===== config.mk =====
export PLATFORM = sky130hd
export DESIGN_NAME = cas_player_flat
export DESIGN_NICKNAME = d
export VERILOG_FILES = /design/src/rtl/cas_player_if.sv /design/src/rtl/cas_player.sv /design/src/flat_wrapper.sv
export SDC_FILE = /design/constraint.sdc
export NUM_CORES = 1
export LEC_CHECK = 0
export BUFFER_PORTS_ARGS = -buffer_cell sky130_fd_sc_hd__buf_4
export CAP_MARGIN = 20
export CORE_UTILIZATION = 50
export DETAILED_ROUTE_END_ITERATION = 16
export PLACE_DENSITY = 0.68
export SKIP_CTS_REPAIR_TIMING = 1
export SYNTH_ARGS = -nofsm -noshare
export SYNTH_HDL_FRONTEND = slang
export SYNTH_SLANG_ARGS = --single-unit

===== constraint.sdc =====
create_clock -name clk -period 2.9 [get_ports clk]
set_clock_uncertainty 0.15 [all_clocks]
set_input_delay 0.58 -clock clk [delete_from_list [all_inputs] [get_ports clk]]
set_output_delay 0.58 -clock clk [all_outputs]
set_load 0.01 [all_outputs]

===== src/rtl/cas_player_if.sv =====
// Byte stream into the cassette player: valid/ready handshake, one byte per transfer.
interface cas_player_if;
  logic [7:0] din;
  logic       din_valid;
  logic       din_ready;

  modport master (output din, output din_valid, input din_ready);
  modport slave  (input din, input din_valid, output din_ready);
endinterface


===== src/rtl/cas_player.sv =====
// FSK cassette transmitter: one held byte + shift register, bit 1 = F1 cycle, bit 0 = F0 cycle, LSB first.
// Accepted byte drives cas_out high two edges later (motor on); din_ready drops while a byte is held.
module cas_player #(
  parameter int CLK_HZ = 50000000,
  parameter int F1_HZ  = 2400,
  parameter int F0_HZ  = 1200
) (
  input  logic         clk,
  input  logic         reset,
  input  logic         motor,
  cas_player_if.slave  in_if,
  output logic         cas_out,
  output logic         busy,
  output logic         byte_done,
  output logic         underrun
);

  localparam int H1 = CLK_HZ / (2 * F1_HZ);
  localparam int H0 = CLK_HZ / (2 * F0_HZ);
  localparam int CW = $clog2(H0);

  typedef enum logic [1:0] {IDLE, HIGH, LOW} state_t;

  state_t        state;
  logic [7:0]    hold;
  logic          hold_full;
  logic [7:0]    shift;
  logic [2:0]    idx;
  logic [CW-1:0] cnt;

  function automatic logic [CW-1:0] half_m1(input logic b);
    return b ? CW'(H1 - 1) : CW'(H0 - 1);
  endfunction

  assign in_if.din_ready = ~hold_full;

  always_ff @(posedge clk) begin
    if (!reset) begin
      state     <= IDLE;
      hold      <= '0;
      hold_full <= 1'b0;
      shift     <= '0;
      idx       <= '0;
      cnt       <= '0;
      cas_out   <= 1'b0;
      busy      <= 1'b0;
      byte_done <= 1'b0;
      underrun  <= 1'b0;
    end else begin
      byte_done <= 1'b0;
      underrun  <= 1'b0;

      // Accept and load are mutually exclusive: one needs hold empty, the other full.
      if (in_if.din_valid && !hold_full) begin
        hold      <= in_if.din;
        hold_full <= 1'b1;
      end

      case (state)
        IDLE: begin
          cas_out <= 1'b0;
          busy    <= 1'b0;
          if (motor && hold_full) begin
            shift     <= hold;
            hold_full <= 1'b0;
            idx       <= '0;
            cnt       <= half_m1(hold[0]);
            state     <= HIGH;
            cas_out   <= 1'b1;
            busy      <= 1'b1;
          end
        end

        HIGH: begin
          if (motor) begin
            if (cnt == '0) begin
              cnt     <= half_m1(shift[0]);
              state   <= LOW;
              cas_out <= 1'b0;
            end else begin
              cnt <= cnt - CW'(1);
            end
          end
        end

        LOW: begin
          if (motor) begin
            if (cnt != '0) begin
              cnt <= cnt - CW'(1);
            end else if (idx != 3'd7) begin
              shift   <= shift >> 1;
              idx     <= idx + 3'd1;
              cnt     <= half_m1(shift[1]);
              state   <= HIGH;
              cas_out <= 1'b1;
            end else begin
              byte_done <= 1'b1;
              // Chain straight into the held byte so there is no gap between bytes.
              if (hold_full) begin
                shift     <= hold;
                hold_full <= 1'b0;
                idx       <= '0;
                cnt       <= half_m1(hold[0]);
                state     <= HIGH;
                cas_out   <= 1'b1;
              end else begin
                underrun <= 1'b1;
                state    <= IDLE;
                busy     <= 1'b0;
              end
            end
          end
        end

        default: begin
          state   <= IDLE;
          cas_out <= 1'b0;
          busy    <= 1'b0;
        end
      endcase
    end
  end

endmodule


===== src/flat_wrapper.sv =====
// flat-port wrapper written by rule: the top's interface ports become plain ports
module cas_player_flat 
#(
  parameter int CLK_HZ = 50000000,
  parameter int F1_HZ  = 2400,
  parameter int F0_HZ  = 1200
)
  (clk, reset, motor, cas_out, busy, byte_done, underrun, in_if_din, in_if_din_valid, in_if_din_ready);
  cas_player_if in_if_i ();
  input  logic clk;
  input  logic reset;
  input  logic motor;
  output logic cas_out;
  output logic busy;
  output logic byte_done;
  output logic underrun;
  input wire logic [$bits(in_if_i.din)-1:0] in_if_din;
  input wire logic [$bits(in_if_i.din_valid)-1:0] in_if_din_valid;
  output wire logic [$bits(in_if_i.din_ready)-1:0] in_if_din_ready;
  assign in_if_i.din = in_if_din;
  assign in_if_i.din_valid = in_if_din_valid;
  assign in_if_din_ready = in_if_i.din_ready;
  cas_player #(.CLK_HZ(CLK_HZ), .F1_HZ(F1_HZ), .F0_HZ(F0_HZ)) u_core (.clk(clk), .reset(reset), .motor(motor), .in_if(in_if_i), .cas_out(cas_out), .busy(busy), .byte_done(byte_done), .underrun(underrun));
endmodule

==> impl_metrics.csv <==
group,metric,value,unit
timing,timing.final.crit_period,2.39,ns
clock_network,cts_made_buffers,5,
clock_network,clk_pin_slew,0.08,ns
yosys,synth_cells,274,
yosys,async_flop_share,0,%
worst_setup_path,r2r_setup_slack,0.51,ns
yosys,synthTopCellsByCount,"nand2_1 (42), dfxtp_1 (41), a21oi_1 (37)",
clock_network,root_buffer,"clkbuf_8",
floorplan,dieArea,4790,µm²
yosys,ys_warn_count,0,
route,routedWlPerCell,15.4,µm
power,p_per_area,1080,nW/µm²
worst_setup_path,crit_type,"flip-flop to flip-flop",
yosys,yosysUniqueCellTypes,58,
timing,max_freq,418,MHz
yosys,avgSynthCellArea,8.25,µm²
outcome,outcome,"completed",
placed_design,dp_cells,334,
timing,finalHoldViolCount,0,
floorplan,core_area,4350,µm²
worst_setup_path,cp_data_arrival_time,2.42,ns
clock_network,cts.sinks,41,
timing,slew_headroom,55.4,%
clock_network,clkLatencyLatePin,0.30,ns
placed_design,port_buffers,16,
timing,tns,0,ns
global_routing,grt_max_degree,28,
route,antenna_left,0,
min_path,hold_path_class,"flip-flop to flip-flop",
route,vias_per_cell,6.08,
timing,rsz0062_at_grt,"false",
global_routing,grt_usage,22.7,%
clock_network,htree_levels,2,
floorplan,num_io_pins,17,
global_routing,antenna_found_initial,0,
timing,worst_pin_slew,0.667,ns
yosys,synth_top_area_share,36.3,%
timing,period_share,82.5,%
route,first_pass_iters,4,
yosys,synthesis.area,2260,µm²
global_routing,grt_pass1_wl,8870,µm
worst_setup_path,cp.required,2.93,ns
worst_setup_path,critPathCaptureType,"flip-flop",
final_layout,fin_cells,342,
min_path,worstHoldPathCells,2,
power,power_leakage,1.02,nW
worst_setup_path,worst_setup_path_start_kind,"flip-flop",
timing,slew_viol_final,0,
yosys,synth_edf_count,0,
run,max-cap-violations,0,
timing,fin_hold_ws,0.306,ns
floorplan,die_x,69.2,µm
min_path,hp-start,"u_core.hold[5]",
final_layout,antenna_cells,0,
yosys,synth_area_leaders,"dfxtp_1 (36%), a21oi_1 (8.2%), nand2_1 (7.0%)",
global_routing,overflow,0,
final_layout,final_nets,309,
placed_design,post-place-ws,0.548,ns
placed_design,gp_congestion,0.918,
worst_setup_path,timing.rr.start,"u_core.cnt[0]",
route,first_iter_violations,208,
floorplan,rows,24,
route,routed_wl,5250,µm
final_layout,n_fill_cell,424,
yosys,yosys_register_bits,41,
placed_design,dp.final_hpwl,3740,µm
worst_setup_path,rr_endpoint,"u_core.cnt[2]",
power,ir_drop,0.430,mV
global_routing,grt_pass1_vias,1862,
min_path,min_to,"u_core.hold[5]",
timing,worst_slack,0.507,ns
route,vias,2080,
yosys,ys.flop_type,"dfxtp_1",
yosys,synthMostInstantiatedCell,"nand2_1",
route,post-route-drc-count,0,
clock_network,cts_buffer_depth,2,
floorplan,start_util,51.9,%
yosys,syn_nets,294,
final_layout,drive_gt1_share,14.8,%
yosys,yosysSeqAreaShare,36.3,%
clock_network,tritoncts,"built",
timing,setup_viol,0,
worst_setup_path,r2r_cells,8,
power,finalPower,2.74,mW
final_layout,area_growth,12.6,%
yosys,synth_top_area_cell,"dfxtp_1",
worst_setup_path,critical_path.max_fanout,9,
floorplan,chipHeight,69.2,µm
[cell usage in the layout (no fill, tap or decap), types with 4 or more instances in the layout]
cell type,instances
clkbuf_8,6
nor2_1,16
nor3_1,4
mux2i_1,8
nand4_1,4
a22o_1,5
inv_1,10
dfxtp_1,41
ha_1,8
a31oi_1,5
a311oi_1,8
a21oi_1,37
o21ai_0,11
nand3_1,7
nand2_1,42
buf_4,21
[where the power goes]
part           internal (mW)  switching (mW)  leakage (nW)  total, mW
logic                  0.563           0.888         0.631       1.45
registers              0.667           0.139         0.335      0.806
clock network          0.280           0.208        0.0574      0.488
total                   1.51            1.23          1.02       2.74
[through the flow]
stage                     util [%]  instance area, µm²
after detailed placement      55.7                2420
final                         58.4                2540
after global routing          58.4                2540
after CTS                     58.4                2540
after floorplan                  -                2260
after global placement        55.7                2420
[area by class of cell]
type / instances / area, µm² / area share [%]
timing repair buffer: 21 / 158 / 6.19
clock inverter: 2 / 37.5 / 1.47
tap: 52 / 65.1 / 2.56
clock buffer: 6 / 82.6 / 3.24
inverter: 11 / 41.3 / 1.62
sequential: 41 / 821 / 32.3
multi-input combinational: 209 / 1340 / 52.7
[sequential cells by signal (all words and copies together) (netlist names)]
signal	count
u_core.busy	1
u_core.byte_done	1
u_core.cas_out	1
u_core.cnt	15
u_core.hold	8
u_core.hold_full	1
u_core.idx	3
u_core.shift	8
u_core.state	2
u_core.underrun	1
[routing by layer]
| metal | track usage (%) | wire (µm) | up-vias |
|---|---|---|---|
| met5 | 0 | 0 | - |
| met4 | 9.75 | 130 | 0 |
| met3 | 4.36 | 238 | 14 |
| met2 | 34.6 | 2400 | 59 |
| met1 | 31.1 | 2480 | 969 |
| li1 | - | - | 1038 |
[worst max-delay path: stages, from the launching register on]
cell and delay [ns]:
dfxtp_1 0.44, inv_1 0.09, ha_1 0.21, nor3b_2 0.16
and4_1 0.32, a21oi_1 0.51, nand3_1 0.16, a21oi_1 0.16
nor3_1 0.06
[how the worst max path moves through the flow]
| stage | start | endpoint |
|---|---|---|
| 3_3_place_gp | u_core.cnt[2] | u_core.cnt[3] |
| 2_1_floorplan | u_core.cnt[0] | u_core.cnt[13] |
| 4_1_cts | u_core.cnt[0] | u_core.cnt[13] |
| 3_5_place_dp | u_core.cnt[0] | u_core.cnt[13] |
| 6_report | u_core.cnt[0] | u_core.cnt[2] |
| 5_1_grt | u_core.cnt[2] | u_core.cnt[8] |
[kinds of logic after synthesis]
group / count (synthesis) / share of synthesized area, %
buffers and inverters: 24 / 4.37
adder cells (fa/ha/maj): 8 / 4.43
AO/OA/AOI/OAI: 91 / 26.9
multiplexers: 8 / 3.54
flip-flops: 41 / 36.3
XOR/XNOR: 2 / 0.775
AND/OR/NAND/NOR: 100 / 23.7
(Power assumes the default switching activity.)
